`src/rtl/cpu_fsm_controller.sv`:
```
// Instruction register, decoder and Moore sequencer that drives the datapath controls.
// Control outputs are registered alongside the state; load/write strobes are gated by reset.
module cpu_fsm_controller (
    input  logic        clk,
    input  logic        reset_n,
    input  logic        s,
    input  logic        load,
    input  logic [15:0] in,
    output logic        w,
    output logic [2:0]  readnum,
    output logic [2:0]  writenum,
    output logic [1:0]  vsel,
    output logic        loada,
    output logic        loadb,
    output logic        asel,
    output logic        bsel,
    output logic [1:0]  shift,
    output logic [1:0]  ALUop,
    output logic        loadc,
    output logic        loads,
    output logic        write,
    output logic [15:0] sximm8,
    output logic [15:0] sximm5
);

    typedef enum logic [2:0] {
        ST_WAIT   = 3'd0,
        ST_DECODE = 3'd1,
        ST_WIMM   = 3'd2,
        ST_GETA   = 3'd3,
        ST_GETB   = 3'd4,
        ST_EXEC   = 3'd5,
        ST_WREG   = 3'd6
    } state_t;

    typedef struct packed {
        logic       w;
        logic [2:0] readnum;
        logic [2:0] writenum;
        logic [1:0] vsel;
        logic       loada;
        logic       loadb;
        logic       asel;
        logic       bsel;
        logic [1:0] shift;
        logic [1:0] aluop;
        logic       loadc;
        logic       loads;
        logic       write;
    } ctrl_t;

    state_t      r_state;
    logic [15:0] r_ir;
    ctrl_t       r_ctrl;
    state_t      w_next_state;

    function automatic state_t next_state_f(input state_t st, input logic start,
                                            input logic [2:0] opcode, input logic [1:0] op);
        state_t nxt;
        nxt = ST_WAIT;
        case (st)
            ST_WAIT:   nxt = start ? ST_DECODE : ST_WAIT;
            ST_DECODE: begin
                case ({opcode, op})
                    5'b110_10:                       nxt = ST_WIMM;
                    5'b110_00, 5'b101_11:            nxt = ST_GETB;
                    5'b101_00, 5'b101_01, 5'b101_10: nxt = ST_GETA;
                    default:                         nxt = ST_WAIT;
                endcase
            end
            ST_WIMM:   nxt = ST_WAIT;
            ST_GETA:   nxt = ST_GETB;
            ST_GETB:   nxt = ST_EXEC;
            ST_EXEC:   nxt = ({opcode, op} == 5'b101_01) ? ST_WAIT : ST_WREG;
            ST_WREG:   nxt = ST_WAIT;
            default:   nxt = ST_WAIT;
        endcase
        return nxt;
    endfunction

    // Control word presented while sitting in state st with instruction ir.
    function automatic ctrl_t ctrl_for(input state_t st, input logic [15:0] ir);
        ctrl_t c;
        c = '0;
        case (st)
            ST_WAIT:   c.w = 1'b1;
            ST_DECODE: c.w = 1'b0;
            ST_WIMM: begin
                c.vsel     = 2'b01;
                c.writenum = ir[10:8];
                c.write    = 1'b1;
            end
            ST_GETA: begin
                c.readnum = ir[10:8];
                c.loada   = 1'b1;
            end
            ST_GETB: begin
                c.readnum = ir[2:0];
                c.loadb   = 1'b1;
            end
            ST_EXEC: begin
                c.shift = ir[4:3];
                c.loadc = 1'b1;
                if (ir[15:13] == 3'b110) begin
                    c.asel  = 1'b1;
                    c.aluop = 2'b00;
                end else begin
                    c.aluop = ir[12:11];
                    c.asel  = (ir[12:11] == 2'b11);
                end
                if (ir[15:11] == 5'b101_01) begin
                    c.loads = 1'b1;
                    c.loadc = 1'b0;
                end else begin
                    c.loads = 1'b0;
                end
            end
            ST_WREG: begin
                c.vsel     = 2'b11;
                c.writenum = ir[7:5];
                c.write    = 1'b1;
            end
            default:   c.w = 1'b0;
        endcase
        return c;
    endfunction

    assign w_next_state = next_state_f(r_state, s, r_ir[15:13], r_ir[12:11]);

    // State, IR and registered controls; the WAIT->DECODE step may use the old IR
    // because DECODE's controls do not depend on it.
    always_ff @(posedge clk) begin
        if (!reset_n) begin
            r_state <= ST_WAIT;
            r_ir    <= 16'h0000;
            r_ctrl  <= ctrl_for(ST_WAIT, 16'h0000);
        end else begin
            r_state <= w_next_state;
            r_ctrl  <= ctrl_for(w_next_state, r_ir);
            if ((r_state == ST_WAIT) && load) begin
                r_ir <= in;
            end else begin
                r_ir <= r_ir;
            end
        end
    end

    assign w        = r_ctrl.w;
    assign readnum  = r_ctrl.readnum;
    assign writenum = r_ctrl.writenum;
    assign vsel     = r_ctrl.vsel;
    assign asel     = r_ctrl.asel;
    assign bsel     = r_ctrl.bsel;
    assign shift    = r_ctrl.shift;
    assign ALUop    = r_ctrl.aluop;
    assign loada    = r_ctrl.loada & reset_n;
    assign loadb    = r_ctrl.loadb & reset_n;
    assign loadc    = r_ctrl.loadc & reset_n;
    assign loads    = r_ctrl.loads & reset_n;
    assign write    = r_ctrl.write & reset_n;
    assign sximm8   = {{8{r_ir[7]}}, r_ir[7:0]};
    assign sximm5   = {{11{r_ir[4]}}, r_ir[4:0]};

endmodule

```
`config.mk`:
```
export PLATFORM = sky130hd
export DESIGN_NAME = cpu_fsm_controller
export DESIGN_NICKNAME = d
export VERILOG_FILES = /design/src/rtl/cpu_fsm_controller.sv
export SDC_FILE = /design/constraint.sdc
export NUM_CORES = 1
export LEC_CHECK = 0
export BUFFER_PORTS_ARGS = -buffer_cell sky130_fd_sc_hd__buf_2
export CAP_MARGIN = 5
export CORE_UTILIZATION = 25
export DETAILED_ROUTE_END_ITERATION = 8
export GPL_ROUTABILITY_DRIVEN = 0
export GPL_TIMING_DRIVEN = 0
export PLACE_DENSITY = 0.55
export SKIP_CTS_REPAIR_TIMING = 1
export SKIP_LAST_GASP = 1
export SLEW_MARGIN = 20
export SYNTH_ARGS = -nofsm -noshare
export SYNTH_HDL_FRONTEND = slang
export SYNTH_SLANG_ARGS = --single-unit
```
`constraint.sdc`:
```
create_clock -name clk -period 1.4 [get_ports clk]
set_input_delay 0 -clock clk [delete_from_list [all_inputs] [get_ports clk]]
set_output_delay 0 -clock clk [all_outputs]
set_load 0.05 [all_outputs]
```
; After elaboration in Yosys (flattened, before gate mapping)
; Cells that the tools add are included.
[totals]
latchBits = 0
romBits = 0
mem_bits_rw = 0
mem_count = 0
out_inout_bits = 52
ff_bits = 39
inputBits = 20
word_cells = 60
[classes]
eq_ne = 17
reduce_logical = 8
add_sub_neg = 0
order_cmp = 0
n_bitwise = 7
n_mul = 0
mux = 13
n_div = 0
n_shift = 0
[op_table]
columns = op, n
row1 = $eq 5x5->1 const B, 6
row2 = $eq 3x3->1 const B, 6
row3 = $pmux 3 s5, 1
row4 = $pmux 5 s2, 1
row5 = $eq 3x2->1 const B, 3
row6 = $pmux 3 s3, 1
row7 = $mux 1, 8
row8 = $logic_not 3->1, 2
row9 = $pmux 3 s2, 1
row10 = $reduce_or 3->1, 2
row11 = $and 1x1->1, 5
row12 = $reduce_or 2->1, 2
row13 = $eq 3x1->1 const B, 1
row14 = $mux 3, 1
row15 = $eq 2x2->1 const B, 1
row16 = $not 1->1, 2
row17 = $reduce_and 2->1, 1
row18 = $logic_and 1x1->1, 1

; Depth between registers and ports, before layout
; Gate-level depths: netlist (run 1).
[depth]
ltp_word = 7
mapped_depth = 6

; Least setup slack after synthesis (run 1)
; Ideal clock, no wire load.
[synth_path]
kind = register to register
start = register r_ir[12]
end = register r_ctrl, in the netlist writenum[0]
setup_slack_ns = -0.133
t_required_ns = 1.283
arrival_time_ns = 1.415
setup_time_ns = 0.117
path_stages_with_launch = 7
n_path_buf = 1
path_cell_list = dfxtp_1 -> buf_6 -> nor4b_4 -> o21ai_2 -> a211oi_4 -> mux2i_1 -> nor2_1
[synth_via]
elab_chain_cells = 6
word_cells_on_any_way = 14
[synth_lines]
columns = item, line
row1 = from (decl), 53  ; logic [15:0] r_ir;
row2 = from (signal assigned), 141  ; r_ir <= in;
row3 = from (signal assigned), 143  ; r_ir <= r_ir;
row4 = "$eq 5x5->1, on equally long branches", "64, 74"
row5 = $reduce_or 3->1 or $reduce_or 2->1 (tied branches), 64  ; case ({opcode, op})
row6 = $pmux 3 s3, 64
row7 = $pmux 3 s5 *, 61  ; case (st)
row8 = $eq 3x3->1 or $eq 3x2->1 (tied branches), 85  ; case (st)
row9 = $pmux 5 s2 *, 85
row10 = to (signal assigned), 136  ; r_ctrl <= ctrl_for(ST_WAIT, 16'h0000);
row11 = to (signal assigned), 139  ; r_ctrl <= ctrl_for(w_next_state, r_ir);
row12 = to (decl), 54  ; ctrl_t r_ctrl;
; Every way passes the cells marked *; elsewhere a longest branch is shown, timed or not.
; A chain may end at the register's enable or synchronous reset.

; Final worst setup path (run 1)
[layout_path]
start = register r_ir[13]
end = register r_ctrl, in the netlist writenum[2]
; Same word-level chain as after synthesis.

==> out/results.tsv, run 1 <==
metric	value	unit
wl_per_cell	10.3	µm
vias	1550	
grt_use_total	0.108	
synth.distinct_cells	33	
antenna_found_initial	0	
grt_pass1_vias	1280	
yosys-top-cells-area	dfxtp_1, buf_4, nand2_1, a21boi_0, and2_1	
critPathCaptureType	register	
initial_utilization	0.264	
setup_violations	10	
netlist_area	1820	µm²
cts_buffers	5	
drtIter0Drc	37	
pre_cts_ws	-0.349	ns
fin_util	0.391	
clock_path_buffers	2	
root_buffer	clkbuf_8	
synth_compound_gate_area_share	0.106	
nFillCells	748	
die_x	87.4	µm
fin_cells	404	
muxShareOfSynthArea	0.0165	
grt_pass1_wl	6220	µm
clock_latency	0.29	ns
cts_sinks	37	
area_growth	48.4	%
hold_viol	1	
drive_gt1_frac	0.526	
yosysTopAreaCell	dfxtp_1	
io_pins	72	
dp.cells	374	
diodes	0	
htreeDepth	2	
syn_nets	228	
timing.hold.ws	-0.0196	ns
firstDrtPassIters	4	
crit_fanout	6	
die_y	87.4	µm
required	1.58	ns
syn_area_per_cell	8.76	µm²
yosysSeqAreaShare	0.407	
cts_tree	yes	
io_buffers	70	
viasPerCell	3.84	
status	finished, violations left	
drt.antenna.violating_nets	0	
synth-edff-count	0	
synthCells	208	
synthSimpleGateAreaFrac	0.241	
synth_seq_cells	37	
p_per_area	956	nW/µm²
period_share	1.15	
synthArstFlopShare	0	
routed_wl	4170	µm
mostFrequentLayoutCells	buf_2, buf_4, nand2_1, dfxtp_1	
fin_crit	1.60	ns
violations	negative hold slack, negative setup slack	
die_area	7630	µm²
p_leak	1.34	nW
clock_skew	0.00684	ns
synth-xor-area-share	0.00481	
placementRows	30	
synth_warnings	0	
drcViolationCount	0	
dp.final_hpwl	3020	µm
max_freq	624	MHz
criticalPathCategory	reg -> reg	
synth-adder-area-share	0	
crit_arrival	1.78	ns
ys.flop_type	dfxtp_1	
drv_slew	0	
gr-total-overflow	0	
clk_pin_slew_worst_paths	0.07	ns
setup_ws	-0.204	ns
coreArea	6910	µm²
cap_violations	0	
rsz0062_at_grt	true	
grt_max_degree	16	
cp-start-kind	register	
synth_top_area_frac	0.407	
mostFrequentLayoutCell	buf_2	
power	0.00258	W
nets	328	
vdd_drop_max	392	µV
hp-class	in -> reg	
synth_top_family_by_area	simple AND/OR/NAND/NOR gates	
[synthesized netlist by cell type (2+ instances only)]
cell type,count
o21ai_0,4
nand2_1,41
dfxtp_1,37
mux2i_1,3
a21boi_0,15
and3_1,3
nand3b_1,4
inv_1,2
buf_6,3
and4b_1,3
nor2_1,10
and2_1,7
buf_4,46
nand3_1,4
clkbuf_1,4
nor3_1,5
[layout make-up]
type,instances,area [µm²],share of cell area
sequential,37,756,0.280
buffer,52,389,0.144
timing repair buffer,95,606,0.224
inverter,2,7.51,0.00278
tap,96,120,0.0444
clock inverter,2,35.0,0.0130
multi-input combinational,115,722,0.267
clock buffer,5,68.8,0.0255
[final timing paths]
kind,start,endpoint,slack [ns],depth (start not counted)
max reg2reg,r_ir[13]$_SDFFE_PN0P_,writenum[2]$_SDFF_PN0_,-0.20,7
min reg2reg,r_ir[10]$_SDFFE_PN0P_,readnum[2]$_SDFF_PN0_,0.47,2
max,r_ir[13]$_SDFFE_PN0P_,writenum[2]$_SDFF_PN0_,-0.20,7
min,in[1],r_ir[1]$_SDFFE_PN0P_,-0.02,3
[sequential cells by signal, indices dropped and copies added (netlist names)]
name,cells
r_ir,16
ALUop,2
writenum,3
readnum,3
r_state,3
r_ctrl,5
vsel,1
asel,1
w,1
shift,2
[per-stage QoR]
stage | setup TNS [ns] | hold WS [ns] | cell area, µm²
6_report | -1.32 | -0.0196 | 2700
5_1_grt | -2.36 | 0.00303 | 2700
4_1_cts | -6.84 | -0.0524 | 2400
3_5_place_dp | -6.13 | 0.260 | 2290
3_3_place_gp | -6.00 | 0.253 | 2290
2_1_floorplan | -0.536 | 0.135 | 1820
[power breakdown]
group	switching (W)	internal, W	leakage (nW)	total (W)
Combinational	0.000345	0.000225	0.978	0.000570
Clock	0.000365	0.000518	0.0540	0.000883
Sequential	0.0000452	0.00109	0.305	0.00113
[kinds of logic (layout without fill, tap and decap cells)]
family          after synthesis  count (layout)
flops                        37              37
simple gates                 84              84
xor+xnor                      1               1
mux                           3               3
compound gates               26              26
buf+inv                      56             156
other cells                   1               1
[routing by layer]
layer / wire, µm / part of all wire / GRT usage / up-vias
met3: 182 / 0.044 / 0.0294 / 7
met4: 94 / 0.023 / 0.0507 / 0
met1: 1960 / 0.47 / 0.143 / 671
li1: - / - / - / 835
met2: 1940 / 0.47 / 0.161 / 37
met5: 0 / 0 / 0 / -
[worst max-delay path, cell delays in order, from the launching register on]
cell	delay, ns
dfxtp_4	0.37
buf_4	0.13
nand4b_1	0.17
nor3_2	0.09
a211oi_4	0.32
buf_12	0.16
mux2i_1	0.19
nor2_1	0.05
Note: power is estimated with default switching activity, not from simulation.
==> run 2: changes to the inputs <==
--- a/config.mk
+++ b/config.mk
@@ -11,7 +11,7 @@
 export DETAILED_ROUTE_END_ITERATION = 8
 export GPL_ROUTABILITY_DRIVEN = 0
 export GPL_TIMING_DRIVEN = 0
-export PLACE_DENSITY = 0.55
+export PLACE_DENSITY = 0.48
 export SKIP_CTS_REPAIR_TIMING = 1
 export SKIP_LAST_GASP = 1
 export SLEW_MARGIN = 20
==> out/results.tsv, run 2 (same netlist as run 1, synthesis figures left out) <==
metric	value	unit
violations	negative setup slack	
largest_register_ffs	16	
grt_busiest_layer	met2	
hp-class	in -> reg	
grt_pass1_vias	1235	
required	1.57	ns
dpl_cell_area	2290	µm²
diodes	0	
io_pins	72	
clock_path_buffers	2	
regMostFlops	r_ir	
setup_ws	-0.254	ns
seq_area	748	µm²
clock_skew	0.00376	ns
status	finished, violations left	
critPathCaptureType	register	
grt_use_total	0.108	
period_share	1.18	
critical-path-top-delay-family	compound AO/OA/AOI/OAI gates	
hold-path-endpoint	r_state[0]$_SDFF_PN0_	
grt_pass1_wl	6200	µm
nFillCells	762	
gr-total-overflow	0	
criticalPathCategory	reg -> reg	
grt_util_met3	0.0303	
antenna_found_initial	0	
cts_tree	yes	
reg2reg_from	r_ir[12]$_SDFFE_PN0P_	
nets	333	
max_freq	605	MHz
gr-usage-met1	0.141	
r2r_cells	7	
drive_gt1_frac	0.514	
crit_slowest_cell	dfxtp_1	
io_buffers	70	
routed_wl	4470	µm
drtIter0Drc	51	
fin_crit	1.65	ns
grt_max_degree	16	
vias	1580	
crit_fanout	10	
drcViolationCount	0	
dp.final_hpwl	3070	µm
area_growth	49.0	%
initial_utilization	0.264	
cp-start-kind	register	
path_cells	buf_6 > nor4b_4 > o21ai_2 > a211oi_4 > buf_12 > mux2i_2 > nor2_1	
crit_arrival	1.83	ns
cts_buffers	5	
fin_util	0.393	
firstDrtPassIters	4	
htreeDepth	2	
r2r-end	writenum[2]$_SDFF_PN0_	
drv_slew	0	
pre_cts_ws	-0.377	ns
coreArea	6910	µm²
max_stage_delay	0.31	ns
viasPerCell	3.86	
power	0.00248	W
r2r_setup_slack	-0.25	ns
crit_buf_inv	2	
mostFrequentLayoutCell	buf_2	
root_buffer	clkbuf_8	
hp-start	reset_n	
stdcell_area	2720	µm²
clock_latency	0.28	ns
hold_viol	0	
p_leak	1.34	nW
use_met2	0.169	
die_x	87.4	µm
largestRegisters	r_ir: 16 flops, r_ctrl: 5 flops	
wl_per_cell	10.9	µm
cap_violations	0	
hold_depth	2	
setup_violations	10	
rsz0062_at_grt	true	
vdd_drop_max	298	µV
multiInputGateArea	728	µm²
cts_sinks	37	
die_area	7630	µm²
mostFrequentLayoutCells	buf_2, buf_4, nand2_1, dfxtp_1, dlygate4sd3_1	
clk_pin_slew_worst_paths	0.07	ns
drt.antenna.violating_nets	0	
placementRows	30	
p_per_area	913	nW/µm²
die_y	87.4	µm
## run 2: cell count changes in the layout (fill, tap and decap cells not counted), moves of 2 or more
cell and delta:
mux2i_1 -2, mux2i_2 +2, buf_4 +2, dfxtp_1 +2
dfxtp_4 -2, nand3_1 +2, clkbuf_1 +2, buf_6 +3
nand3_2 -2
## run 2: final cells by class
cell class                      count  area share
Buffer                             54       0.153
Sequential cell                    37       0.276
Multi-Input combinational cell    115       0.268
Tap cell                           96      0.0442
Clock buffer                        7      0.0318
Timing Repair Buffer               98       0.225
Inverter                            2     0.00276
## run 2: worst reg2reg max path, cell delays in order, from the launching register on
cell and delay (ns):
dfxtp_1 0.31, buf_6 0.14, nor4b_4 0.28, o21ai_2 0.11, a211oi_4 0.28, buf_12 0.17
mux2i_2 0.21, nor2_1 0.05
## run 2: power by group
part	internal [W]	total [W]	leakage, nW	switching (W)
Sequential	0.00109	0.00113	0.304	0.0000413
Combinational	0.000247	0.000607	0.995	0.000359
Clock	0.000391	0.000744	0.0443	0.000353
Total	0.00173	0.00248	1.34	0.000754
## run 2: how the worst max path moves through the flow
stage / startpoint / end / slack, ns / cells after the start
floorplan: r_ir[12]$_SDFFE_PN0P_ / writenum[0]$_SDFF_PN0_ / -0.13 / 6
global placement: r_ir[12]$_SDFFE_PN0P_ / writenum[0]$_SDFF_PN0_ / -0.35 / 6
detailed placement: r_state[0]$_SDFF_PN0_ / r_ir[10]$_SDFFE_PN0P_ / -0.38 / 5
CTS: r_state[0]$_SDFF_PN0_ / r_ir[10]$_SDFFE_PN0P_ / -0.40 / 5
global route: r_ir[12]$_SDFFE_PN0P_ / writenum[0]$_SDFF_PN0_ / -0.32 / 7
finish: r_ir[12]$_SDFFE_PN0P_ / writenum[2]$_SDFF_PN0_ / -0.25 / 7
## run 2: metal layers
layer	wire length, µm	vias up	part of all wire
li1	-	846	-
met1	2050	687	0.46
met2	2140	42	0.48
met3	218	5	0.049
met4	58	0	0.013
met5	0	-	0
## run 2: stage by stage
stage | hold slack, ns | instances | setup TNS (ns)
2_1_floorplan | 0.135 | 208 | -0.536
3_3_place_gp | 0.254 | 374 | -5.95
3_5_place_dp | 0.259 | 374 | -6.65
4_1_cts | -0.0448 | 381 | -7.23
5_1_grt | 0.0257 | 409 | -2.69
6_report | 0.0113 | 409 | -1.54
